--- src/rtl/ef_smsdac_pkg.sv ---
// rtl/ef_smsdac_pkg.sv - shared mode, FSM and LFSR constants for the mismatch-shaping encoder control
package ef_smsdac_pkg;

    typedef enum logic [1:0] {
        MODE_STATIC = 2'b00,
        MODE_RANDOM = 2'b01,
        MODE_SHAPED = 2'b10,
        MODE_RSVD   = 2'b11
    } mode_e;

    typedef enum logic {
        ST_FLUSH = 1'b0,
        ST_RUN   = 1'b1
    } state_e;

    // x^16 + x^14 + x^13 + x^11 + 1
    localparam logic [15:0] LFSR_TAPS = 16'hB400;

endpackage

--- src/rtl/ef_smsdac_lfsr.sv ---
// rtl/ef_smsdac_lfsr.sv - free-running Fibonacci LFSR with all-zero lock-up guard
module ef_smsdac_lfsr
    import ef_smsdac_pkg::*;
#(
    parameter int             W     = 16,
    parameter logic [W-1:0]   SEED  = 16'hACE1,
    parameter int             OUT_W = 7
) (
    input  logic             clk,
    input  logic             rst,
    output logic [OUT_W-1:0] rnd
);

    localparam logic [W-1:0] TAPS = W'(LFSR_TAPS);

    logic [W-1:0] lfsr_q;
    logic [W-1:0] lfsr_d;

    // A zero state would stick forever, so it is replaced by the seed.
    always_comb begin
        lfsr_d = {lfsr_q[W-2:0], ^(lfsr_q & TAPS)};
        if (lfsr_q == '0) begin
            lfsr_d = SEED;
        end
    end

    always_ff @(posedge clk or posedge rst) begin
        if (rst) begin
            lfsr_q <= SEED;
        end else begin
            lfsr_q <= lfsr_d;
        end
    end

    assign rnd = lfsr_q[OUT_W-1:0];

endmodule

--- src/rtl/ef_smsdac_mse_ctrl.sv ---
// rtl/ef_smsdac_mse_ctrl.sv - mode controller and random-bit scheduler for the segmented mismatch-shaping encoder
module ef_smsdac_mse_ctrl
    import ef_smsdac_pkg::*;
#(
    parameter int                N_SB      = 7,
    parameter int                LFSR_W    = 16,
    parameter logic [LFSR_W-1:0] LFSR_SEED = 16'hACE1,
    parameter int                FLUSH_CYC = 4
) (
    input  logic            clk,
    input  logic            rst,
    input  logic            sample_tick,
    input  logic [1:0]      mode_req,
    input  logic            mode_load,
    output logic [N_SB-1:0] r_out,
    output logic [N_SB-1:0] en_out,
    output logic            sb_rst_b,
    output logic [1:0]      mode_cur,
    output logic            busy
);

    localparam int               CNT_W    = $clog2(FLUSH_CYC);
    localparam logic [CNT_W-1:0] CNT_INIT = CNT_W'(FLUSH_CYC - 1);

    state_e            state_q, state_d;
    logic [CNT_W-1:0]  cnt_q, cnt_d;
    mode_e             mode_q, mode_d;
    mode_e             pend_q, pend_d;
    logic              pend_vld_q, pend_vld_d;
    logic [N_SB-1:0]   r_q, r_d;
    logic [N_SB-1:0]   en_q, en_d;
    logic              sb_rst_b_q, sb_rst_b_d;
    logic [N_SB-1:0]   lfsr_bits;
    logic              apply;
    mode_e             req_mode;

    ef_smsdac_lfsr #(
        .W     (LFSR_W),
        .SEED  (LFSR_SEED),
        .OUT_W (N_SB)
    ) u_lfsr (
        .clk (clk),
        .rst (rst),
        .rnd (lfsr_bits)
    );

    assign req_mode = mode_e'(mode_req);
    assign apply    = (state_q == ST_RUN) && sample_tick && pend_vld_q;

    always_comb begin
        state_d    = state_q;
        cnt_d      = cnt_q;
        mode_d     = mode_q;
        pend_d     = pend_q;
        pend_vld_d = pend_vld_q;
        r_d        = r_q;

        case (state_q)
            ST_FLUSH: begin
                if (cnt_q == '0) begin
                    state_d = ST_RUN;
                end else begin
                    cnt_d = cnt_q - 1'b1;
                end
            end
            ST_RUN: begin
                if (apply) begin
                    mode_d     = pend_q;
                    pend_vld_d = 1'b0;
                    // Shaping must start from a cleared tree state.
                    if (pend_q == MODE_SHAPED && mode_q != MODE_SHAPED) begin
                        state_d = ST_FLUSH;
                        cnt_d   = CNT_INIT;
                    end
                end
            end
            default: begin
                state_d = ST_FLUSH;
                cnt_d   = CNT_INIT;
            end
        endcase

        // A load coincident with an applying tick becomes the next pending request.
        if (mode_load && req_mode != MODE_RSVD) begin
            pend_d     = req_mode;
            pend_vld_d = 1'b1;
        end

        if (state_d == ST_FLUSH) begin
            r_d = '0;
        end else if (state_q == ST_RUN && sample_tick) begin
            r_d = (mode_d != MODE_STATIC) ? lfsr_bits : '0;
        end

        en_d       = (state_d == ST_RUN && mode_d == MODE_SHAPED) ? '1 : '0;
        sb_rst_b_d = (state_d == ST_RUN);
    end

    always_ff @(posedge clk or posedge rst) begin
        if (rst) begin
            state_q    <= ST_FLUSH;
            cnt_q      <= CNT_INIT;
            mode_q     <= MODE_STATIC;
            pend_q     <= MODE_STATIC;
            pend_vld_q <= 1'b0;
            r_q        <= '0;
            en_q       <= '0;
            sb_rst_b_q <= 1'b0;
        end else begin
            state_q    <= state_d;
            cnt_q      <= cnt_d;
            mode_q     <= mode_d;
            pend_q     <= pend_d;
            pend_vld_q <= pend_vld_d;
            r_q        <= r_d;
            en_q       <= en_d;
            sb_rst_b_q <= sb_rst_b_d;
        end
    end

    assign r_out    = r_q;
    assign en_out   = en_q;
    assign sb_rst_b = sb_rst_b_q;
    assign mode_cur = mode_q;
    assign busy     = (state_q == ST_FLUSH) || pend_vld_q;

endmodule

--- config.mk ---
export PLATFORM = sky130hd
export DESIGN_NAME = ef_smsdac_mse_ctrl
export DESIGN_NICKNAME = d
export VERILOG_FILES = /design/src/rtl/ef_smsdac_pkg.sv /design/src/rtl/ef_smsdac_lfsr.sv /design/src/rtl/ef_smsdac_mse_ctrl.sv
export SDC_FILE = /design/constraint.sdc
export NUM_CORES = 1
export LEC_CHECK = 0
export CAP_MARGIN = 20
export CORE_ASPECT_RATIO = 0.5
export CORE_MARGIN = 8
export CORE_UTILIZATION = 55
export CTS_CLUSTER_DIAMETER = 120
export CTS_CLUSTER_SIZE = 24
export DETAILED_ROUTE_END_ITERATION = 10
export HOLD_SLACK_MARGIN = 0.03
export PLACE_DENSITY_LB_ADDON = 0.1
export SETUP_SLACK_MARGIN = 0.15
export SKIP_CTS_REPAIR_TIMING = 1
export SYNTH_ARGS = -nofsm -noshare
export SYNTH_HDL_FRONTEND = slang
export SYNTH_SLANG_ARGS = --single-unit
--- constraint.sdc ---
create_clock -name clk -period 3.6 [get_ports clk]
set_clock_uncertainty 0.2 [all_clocks]
set_input_delay 0.36 -clock clk [delete_from_list [all_inputs] [get_ports clk]]
set_output_delay 0.36 -clock clk [all_outputs]
set_load 0.02 [all_outputs]
Word-level counts from Yosys, hierarchy flattened
Cells that the tools add are included.

Reduce and logical (&&, ||, !) cells: 14. Equality and inequality tests: 8. Add/subtract/negate cells: 1. Muxes and demuxes: 18. Bitwise gates (word level): 1.

Operators by type and width (count): $mux 7 (4); $logic_not 16->1 (1); $mux 16 (1); $reduce_xor 16->1 (1); $mux 2 (5); $mux 1 (6); $ne 2x1->1 const B (3); $ne 2x2->1 const B (3); $reduce_bool 2->1 (3); $logic_and 1x1->1 (5); $eq 2x2->1 const B (2); $pmux 2 s2 (1); $reduce_and 3->1 (1); $logic_not 2->1 (1); $pmux 1 s2 (1); $reduce_and 2->1 (1); $sub 2x1->2 const B (1); $logic_or 1x1->1 (1); $not 1->1 (1).

Input port bits: 6. Flip-flop bits (word level): 38. Logic and storage cells: 50.

Longest topological paths before layout
Gate-level depths: netlist (run 1).

Depth after elaboration: 8. Depth in mapped cells: 5. Mapped depth without buffers: 5.

Cells and area by module
A second synthesis (run 1) with hierarchy kept.

Cell total of the unflattened synthesis: 135. Area, all modules: 1536.5 µm².

Modules (own cells, without submodules): ef_smsdac_mse_ctrl (area each 848.3 µm², instances 1, cells each 77); ef_smsdac_lfsr (area each 688.2 µm², instances 1, cells each 58).

Least setup slack after synthesis (run 1)
OpenSTA, ideal clock, no wires.

Path kind: reg2reg. Start point: register cnt_q[0]. End point: register r_q[0], in the netlist r_out[0]. Period minus slack after synthesis: 1.516 ns. Setup time: 0.137 ns. Cell stages (with the launch flop): 6. Required time: 3.263 ns. Slack: 2.084 ns. Arrival time: 1.179 ns. Path through: dfstp_2 -> inv_1 -> ha_1 -> nor2b_1 -> a22oi_1 -> a21oi_1.

Cells in the longest elaborated chain, start to end: 4. Elaborated cells between the ends (all ways): 5. Those cells by class: eq/ne (1); mux (3); reduce/logical (1).

RTL lines: start, declared (line ef_smsdac_mse_ctrl.sv:26) `logic [CNT_W-1:0] cnt_q, cnt_d;`; start signal, assigned (line ef_smsdac_mse_ctrl.sv:111) `cnt_q <= cnt_d;`; $logic_not 2->1 (*) (line ef_smsdac_mse_ctrl.sv:60) `if (cnt_q == '0) begin`; $mux 1 (*) (line ef_smsdac_mse_ctrl.sv:60); $pmux 1 s2 (*) (line ef_smsdac_mse_ctrl.sv:58) `case (state_q)`; $ne 2x1->1 (no source line) / $mux 7 (equally long branches); end signal, assigned (line ef_smsdac_mse_ctrl.sv:115) `r_q <= r_d;`; end, declared (line ef_smsdac_mse_ctrl.sv:30) `logic [N_SB-1:0] r_q, r_d;`.

Every way passes the cells marked *; elsewhere a longest branch is shown, timed or not. A chain may end at the register's enable or synchronous reset.

Final worst setup path (run 1)
Start point: register sb_rst_b_q, in the netlist sb_rst_b. End point: output port sb_rst_b.

RTL lines: start, declared (line ef_smsdac_mse_ctrl.sv:32) `logic sb_rst_b_q, sb_rst_b_d;`; start signal, assigned (line ef_smsdac_mse_ctrl.sv:117) `sb_rst_b_q <= sb_rst_b_d;`; end, declared (line ef_smsdac_mse_ctrl.sv:17) `output logic sb_rst_b,`.

No word-level cell between the ends.

==> flow_summary.toml, run 1 <==
[layout]
syn_to_final_growth_pct = 22.4
finalNetCount = 148
n_antenna_cell = 0
layout-drive-gt1-share_pct = 20.6
final_area_sq_um = 1750
fin_util_pct = 69.1
fillers = 188

[setup_path]
cp-end-kind = "primary output"
path_class = "register to primary output"
crit_buf_inv = 1
crit_start = "sb_rst_b"
cp_max_fo = 17
regToRegEndpoint = "r_out[4]"
startpoint_type = "register"
cp.depth = 1
critPathRequiredTime_ns = 3.04
setup.worst_path.end = "sb_rst_b"
cp_slowest_stage_delay_ns = 0.70
crit_family = "buffers and inverters"
reg2reg_slack_ns = 1.93
cp_slowest_cell = "clkdlybuf4s50_1"
r2r_cells = 5
path_cells = "clkdlybuf4s50_1"
r2r-start = "cnt_q[0]"
cp_data_arrival_time_ns = 1.62

[detailed_routing]
top_layer_used = "met4"
wl_met1_mm = 1.20
routed_via_density = 5.21
dr.pass1.iters = 4
ant_nets = 0
finalWirelength_mm = 2.60
drt_iter0_markers = 22
drc_errors = 0
num_vias = 928
met3_length_um = 129
routed-wl-met2_mm = 1.25
detail_route.wl_per_cell_um = 14.6

[die]
die_w_um = 88.2
rows = 13
initial_utilization_pct = 56.5
io_pins = 24
die_h_um = 52.1
core_area_sq_um = 2540
die-area_sq_um = 4590

[pwr]
peakVddDrop_uv = 544
power.density_nw_per_um2 = 651
power.leakage_nw = 0.771

[timing]
hold_viol = 0
tightest_slew_ns = 0.572
finalSetupViolCount = 0
worst_slack_ns = 1.42
slew_headroom_pct = 61.8
max_freq_ghz = 0.459
setup_tns_ns = 0
final_max_slew_viol_count = 0
period_share_pct = 60.5
rsz0062_at_grt = "false"
fin_crit_ns = 2.18

[cts]
cts_buffers = 5
path_clk_slew_ns = 0.06
clk_path_buf_depth = 2
clk-insertion-delay-late_ns = 0.28
cts_max_level = 2
cts_tree = "yes"
cts-root-buf = "clkbuf_8"
cts_sinks = 32

[grt]
antenna_found_initial = 0
grt_pass1_vias = 903
grt_usage_pct = 13.0
grt_pass1_wl_mm = 4.44
overflow = 0
grt_max_degree = 19

[logic_synthesis]
syn_inst = 123
seq_area_frac_synth_pct = 56.8
synth.most_common_cell = "dfrtp_1"
synth_warnings = 0
synth_seq_cells = 32
ys_types = 30
syn-cell-area_sq_um = 1430
yosys.area.top_type = "dfrtp_1"
netlist_top_cells_area = "dfrtp_1 38%, dfstp_2 18%, a22oi_1 4.2%, nand2b_1 3.9%, buf_4 3.7%"
ys.flop_type = "dfrtp_1"
syn_nets = 131
avgSynthCellArea_sq_um = 11.6
async_flop_share_pct = 100
synth_top_cell_area_share_pct = 38.4
synth_commonest_cells = "22 x dfrtp_1, 10 x dfstp_2, 9 x nand2b_1"
synth_edf_count = 0

[placement]
numPortBuffers = 23
post-place-ws_ns = 1.59
place_congestion = 0.794
dp_hpwl_mm = 1.87
post_dp_cell_area_sq_um = 1650

[min_path]
hold_path_class = "register to register"

[job]
maxCapViolCount = 0

[status]
outcome = "finished clean"
[state kept, by name, summed over array words and instances, names as in the netlist]
| name | count |
|---|---|
| cnt_q | 2 |
| en_out | 1 |
| mode_cur | 2 |
| pend_q | 2 |
| pend_vld_q | 1 |
| r_out | 7 |
| sb_rst_b | 1 |
| u_lfsr.lfsr_q | 16 |
[kinds of logic (layout without fill, tap and decap cells)]
| kind of cell | after synthesis | count (layout) | synth area share, % |
|---|---|---|---|
| AOI/OAI and AO/OA | 22 | 22 | 10.0 |
| xor gates and xnor gates | 2 | 2 | 1.22 |
| adders and majority gates | 2 | 2 | 1.75 |
| buffers and inverters | 21 | 39 | 7.86 |
| DFF | 32 | 32 | 56.8 |
| muxes | 4 | 4 | 3.14 |
| and+or+nand+nor | 40 | 40 | 19.2 |
[metrics by stage]
| step | hold slack (ns) | total power [mW] | instances |
|---|---|---|---|
| CTS | 0.205 | 1.16 | 178 |
| finish | 0.203 | 1.14 | 178 |
| global route | 0.208 | 1.20 | 178 |
| detailed placement | 0.197 | 0.855 | 170 |
| global placement | 0.196 | 0.846 | 169 |
| floorplan | 0.219 | 0.717 | 123 |
[power breakdown]
part / internal [mW] / switching (mW) / total, mW
sequential: 0.421 / 0.0599 / 0.481
combinational: 0.176 / 0.190 / 0.366
clock: 0.174 / 0.121 / 0.296
[cell usage in the layout (no fill, tap or decap), types with 2 or more instances in the layout]
cell type | Yosys | final
a21oi_1 | 5 | 5
a22oi_1 | 8 | 8
clkbuf_8 | 0 | 7
clkdlybuf4s50_1 | 0 | 23
dfrtp_1 | 22 | 22
dfstp_2 | 10 | 10
ha_1 | 2 | 2
inv_1 | 6 | 6
mux2_2 | 4 | 4
nand2_1 | 5 | 5
nand2b_1 | 9 | 9
nand3_1 | 5 | 5
nor2_1 | 7 | 7
nor2b_1 | 4 | 4
nor3_1 | 3 | 3
nor4_4 | 2 | 2
o21ai_0 | 5 | 5
[how the worst min path moves through the flow]
stage	from	to	slack, ns	depth (start not counted)
3_3_place_gp	u_lfsr.lfsr_q[11]	u_lfsr.lfsr_q[12]	0.20	0
2_1_floorplan	u_lfsr.lfsr_q[12]	u_lfsr.lfsr_q[13]	0.22	2
4_1_cts	u_lfsr.lfsr_q[11]	u_lfsr.lfsr_q[12]	0.21	0
5_1_grt	u_lfsr.lfsr_q[11]	u_lfsr.lfsr_q[12]	0.21	0
6_report	u_lfsr.lfsr_q[11]	u_lfsr.lfsr_q[12]	0.20	0
3_5_place_dp	u_lfsr.lfsr_q[11]	u_lfsr.lfsr_q[12]	0.20	0
[per-layer routing]
layer | global-route usage [%] | up-vias
li1 | - | 444
met3 | 6.43 | 2
met4 | 4.16 | 0
met2 | 19.3 | 25
met1 | 16.2 | 457
met5 | 0 | -
[final cells by class]
class	count	area (sq um)	share of cell area [%]
well taps	37	46.3	2.64
inverters	6	22.5	1.28
repair buffers	25	265	15.1
flip-flops and latches	32	813	46.4
clock buffers	8	100	5.71
multi-input cells	70	507	28.9
(Power assumes the default switching activity.)
==> run 2: changes to the inputs <==
Settings changed: CORE_UTILIZATION 55 to 46.
Clock period 3.6 ns to 1.83 ns, I/O delays scaled along.
==> run 2 against run 1 <==
Against the previous run: core utilization decreased by 8.5 points; setup slack got worse by 1.2 ns; die area up 15%; critical path depth unchanged; sequential share of layout area shrank 1.3 points; routed wire length rose by 6.6%; sequential power increased by 91%; clock power rose by 120%; power increased by 110%; first-iteration DRC count up 73%; hold slack worse by 0.12 ns; sequential cell count unchanged; critical path type unchanged; largest cell class unchanged.
==> flow_summary.toml, run 2 (synthesized netlist as in run 1, its figures left out) <==
[timing]
final_max_slew_viol_count = 0
period_share_pct = 89.6
finalSetupViolCount = 0
max_freq_ghz = 0.610
rsz0062_at_grt = "false"
hold_viol = 0
fin_crit_ns = 1.64
tightest_slew_ns = 0.397
slew_headroom_pct = 73.5

[layout]
final_area_sq_um = 1810
largest-register = "u_lfsr.lfsr_q"
final_cell_mix = "21 x dfrtp_1, 14 x dlymetal6s2s_1, 10 x dfstp_2"
mostFrequentLayoutCell = "dfrtp_1"
n_antenna_cell = 0
largest_register_ffs = 16
finalNetCount = 151
layout-drive-gt1-share_pct = 23.6
instances_no_fill = 184
syn_to_final_growth_pct = 26.1

[cts]
cts_sinks = 32
cts_tree = "yes"
path_clk_slew_ns = 0.07
cts-root-buf = "clkbuf_8"
clk-insertion-delay-late_ns = 0.28
cts_max_level = 2
clk_path_buf_depth = 2
cts_buffers = 5

[min_path]
hold_path_class = "primary input to asynchronous set/reset pin"

[pwr]
combinationalPowerShare_pct = 32.9
peakVddDrop_uv = 844
power.density_nw_per_um2 = 1300
power_switching_uw = 762
power.leakage_nw = 0.968
pwr-share-seq_pct = 39.0
internal_power_mw = 1.59
p_clk_share_pct = 28.1
p_sw_share_pct = 32.3

[setup_path]
setup.worst_path.end = "r_out[0]"
regToRegEndpoint = "r_out[5]"
path_class = "register to primary output"
cp_slowest_stage_delay_ns = 0.62
startpoint_type = "register"
reg2reg_slack_ns = 0.23
path_cells = "clkdlybuf4s50_1"
crit_family = "buffers and inverters"
cp_data_arrival_time_ns = 1.26
crit_start = "r_out[0]"
cp-end-kind = "primary output"
cp_slowest_cell = "clkdlybuf4s50_1"
r2r_cells = 5
cp.depth = 1
r2r-start = "cnt_q[0]"
crit_buf_inv = 1
critPathRequiredTime_ns = 1.45
cp_max_fo = 3

[grt]
grt_usage_pct = 11.4
overflow = 0
grt_max_degree = 33
grt_pass1_wl_mm = 4.51
grt_pass1_vias = 995
antenna_found_initial = 0

[detailed_routing]
drt_iter0_markers = 38
finalWirelength_mm = 2.78
routed_via_density = 5.00
detail_route.wl_per_cell_um = 15.1
drc_errors = 0
dr.pass1.iters = 4
num_vias = 920
ant_nets = 0

[die]
rows = 14
core_area_sq_um = 2980
die_w_um = 94.9
initial_utilization_pct = 48.1
io_pins = 24
die_h_um = 55.5
die-area_sq_um = 5260

[placement]
place_congestion = 0.747
dp_hpwl_mm = 1.97
numPortBuffers = 23
post_dp_cell_area_sq_um = 1660
placed_cells = 176

[job]
maxCapViolCount = 0

[status]
outcome = "finished clean"
run 2: power by group through the flow:
stage               Combinational (mW)  Sequential, mW  Clock [mW]
floorplan                        0.401            1.01           0
global placement                 0.785           0.930           0
detailed placement               0.796           0.931           0
CTS                              0.799           0.924       0.677
global route                     0.837           0.935       0.708
finish                           0.775           0.919       0.662
run 2: through the flow:
step / setup slack (ns) / power, mW / util (%) / TNS (ns) / hold slack [ns]
2_1_floorplan: 0.314 / 1.41 / - / 0 / 0.0918
3_3_place_gp: 0.121 / 1.72 / 55.8 / 0 / 0.197
3_5_place_dp: 0.0442 / 1.73 / 55.8 / 0 / 0.199
4_1_cts: -0.00758 / 2.40 / 59.4 / -0.00758 / 0.0900
5_1_grt: 0.148 / 2.48 / 60.7 / 0 / 0.124
6_report: 0.190 / 2.36 / 60.7 / 0 / 0.0789
run 2: cell type report:
cell class,count,area [sq um]
Fill cell,255,1170
Multi-Input combinational cell,70,509
Timing Repair Buffer,28,303
Clock buffer,6,72.6
Clock inverter,2,35.0
Tap cell,40,50.0
Sequential cell,32,815
Inverter,6,22.5
run 2: worst min path at each step:
stage / start / slack, ns / endpoint
after floorplan: rst / 0.09 / en_out[5]
final: rst / 0.08 / r_out[5]
after CTS: rst / 0.09 / r_out[5]
after global routing: rst / 0.12 / r_out[5]
after detailed placement: u_lfsr.lfsr_q[11] / 0.20 / u_lfsr.lfsr_q[12]
after global placement: u_lfsr.lfsr_q[11] / 0.20 / u_lfsr.lfsr_q[12]
run 2: routing by layer:
layer | part of all wire [%] | vias up | routed length, um | global-route usage, %
li1 | - | 446 | - | -
met1 | 47 | 453 | 1290 | 12.7
met2 | 48 | 16 | 1320 | 17.5
met3 | 4.2 | 5 | 117 | 5.25
met4 | 1.5 | 0 | 42 | 6.39
met5 | 0 | - | 0 | 0
==> edit, RTL diff (flow settings as in run 2) <==
Put one more register stage on the output `en_out`, with the module's reset. The value now appears one clock later. The other outputs are not delayed to match.
--- a/src/rtl/ef_smsdac_mse_ctrl.sv
+++ b/src/rtl/ef_smsdac_mse_ctrl.sv
@@ -119,7 +119,13 @@
     end
 
     assign r_out    = r_q;
-    assign en_out   = en_q;
+    always_ff @(posedge clk or posedge rst) begin
+        if (rst) begin
+            en_out <= '0;
+        end else begin
+            en_out <= en_q;
+        end
+    end
     assign sb_rst_b = sb_rst_b_q;
     assign mode_cur = mode_q;
     assign busy     = (state_q == ST_FLUSH) || pend_vld_q;
Check against the original RTL: not equivalent (a bounded check fails within 10 cycles, from zero or initial values and one cycle with rst high).
==> edit against run 2 <==
- setup slack improved by 0.014 ns
- synthesized area increased by 2.2%
- routed wire length decreased by 4.7%
- via count increased by 0.65%
- power increased by 2.7%
- cell area increased by 2.5%
- sequential cell count increased by 1
- highest routed layer is now met3
==> edit: results (changes against run 2) <==
- Largest register FFs: 16 (unchanged)
- Worst-skew pair later-pin latency: 0.28 ns (about the same)
- Synth warn: 0 (unchanged)
- Root buf cell: clkbuf_8
- CP startpoint: r_out[5]
- DP HPWL: 1.90 mm (-3.2%)
- CP max stage cell: clkdlybuf4s50_1
- Cell family with most CP delay: buffers and inverters
- Adder-Cell Fraction of Synth Area: 1.71% (-0.037 points)
- WP data arrival: 1.24 ns (-0.02 ns)
- Reg clk slew, reported paths: 0.06 ns
- Max Root-Sink Buffers: 2 (unchanged)
- First-pass GRT wire length: 4.54 mm (+0.62%)
- FILL cells: 247 (-3.1%)
- Via Count: 926 (+0.65%)
- Largest net degree at the start of global routing: 34 (+3.0%)
- Worst rel slew slack: 74.1% (+0.56 points)
- Synth cell types: 30 (unchanged)
- TritonRoute pass-1 iters: 4 (unchanged)
- Post-DP Area: 1700 sq um (+2.6%)
- Initial antenna violation count: 0 (unchanged)
- Diodes inserted: 0 (unchanged)
- CTS Buf Count: 5 (unchanged)
- Top cells by area, synth: dfrtp_1 (39%), dfstp_2 (18%), a22oi_1 (4.1%)
- Post-Syn Nets: 132 (+0.76%)
- H-Tree Depth: 2 (unchanged)
- Nets: 152 (+0.66%)
- Number of global-route vias before repair: 950 (-4.5%)
- Path category of the worst min-delay check: input pin to async pin
- Post-synthesis compound-gate area fraction: 9.83% (-0.21 points)
- Iteration-0 DRC count of the detailed router: 62 (+63%)
- Slowest Stage Delay on Critical Path: 0.61 ns
- Commonest cells post-synth: dfrtp_1 (23), dfstp_2 (10), nand2b_1 (9), a22oi_1 (8)
- XOR/XNOR Fraction of Synth Area: 1.20% (-0.026 points)
- Worst r2r src: cnt_q[0]
- Port Buf Inserts: 23 (unchanged)
- Post-synthesis sequential area ratio: 57.3% (+0.50 points)
- Status: finished, final reports clean
- VDD IR max: 776 uV (-8.1%)
- Biggest register: u_lfsr.lfsr_q
- Total Wirelength: 2.64 mm (-4.7%)
- Share of cells above drive strength 1: 24.8% (+1.2 points)
- Routability cong.: 0.709 (-5.1%)
- Pre-CTS WS: 0.0525 ns (+0.00827 ns)
- P_int: 1.61 mW (+1.0%)
- Leakage: 1.00 nW (+3.3%)
- Multiplexer share of the synthesized area: 3.85% (+0.70 points)
- Synth async-reset ratio: 100% (unchanged)
- CP Max Fanout: 2 (-1)
- All-layer global routing usage: 11.1% (-0.26 points)
[edit: cell count changes in the layout (fill, tap and decap cells not counted), sizes merged]
cell / change
dfrtp: +1
clkdlybuf4s50: -1
bufinv: -1
nand3: -1
o21ai: -1
dlymetal6s2s: +1
a21oi: +1
mux2: +1
clkbuf: +1
[edit: final timing paths]
kind,end,slack [ns],cells past startpoint
setup reg to reg,r_out[1],0.25,5
hold / removal,r_out[0],0.05,3
max in group asynchronous,cnt_q[0],1.14,3
hold reg to reg,en_out[5],0.15,0
min in group clk,en_out[5],0.15,0
setup / recovery,r_out[5],0.20,1
[edit: through the flow]
step           power [mW]  util, %  cells
2_1_floorplan        1.53        -    124
3_3_place_gp         1.86     56.6    177
3_5_place_dp         1.87     56.6    177
4_1_cts              2.48     59.9    185
5_1_grt              2.58     61.5    185
6_report             2.42     61.5    185
[edit: power by group through the flow]
| stage | sequential (mW) | clock [mW] | combinational, mW |
|---|---|---|---|
| floorplan | 1.05 | 0 | 0.472 |
| global placement | 0.969 | 0 | 0.894 |
| detailed placement | 0.971 | 0 | 0.903 |
| CTS | 0.963 | 0.610 | 0.906 |
| global route | 0.981 | 0.661 | 0.934 |
| finish | 0.956 | 0.589 | 0.874 |
[edit: cell families after synthesis]
kind of cell	after synthesis
XOR/XNOR	2
AO/OA/AOI/OAI	22
adder cells (fa/ha/maj)	2
buffers and inverters	21
flip-flops	33
multiplexers	5
AND/OR/NAND/NOR	39
[edit: per-layer routing]
layer / up-vias / track usage [%] / share of wire, %
li1: 454 / - / -
met1: 452 / 13.8 / 47
met2: 20 / 16.0 / 47
met3: 0 / 6.73 / 5.9
met4: 0 / 2.17 / 0
met5: - / 0 / 0
[edit: area by class of cell]
cell class	instances	area, sq um	area share (%)
flip-flops and latches	33	840	45.3
inverters	6	22.5	1.22
repair buffers	28	318	17.2
clock buffers	7	96.3	5.20
well taps	40	50.0	2.70
multi-input cells	70	520	28.1
clock inverters	1	5.00	0.270
[edit: worst register-to-register path: stages (launching register included)]
cell     delay (ns)
dfstp_2        0.53
inv_1          0.06
ha_1           0.24
nor2b_4        0.16
a22oi_1        0.19
a21oi_1        0.07
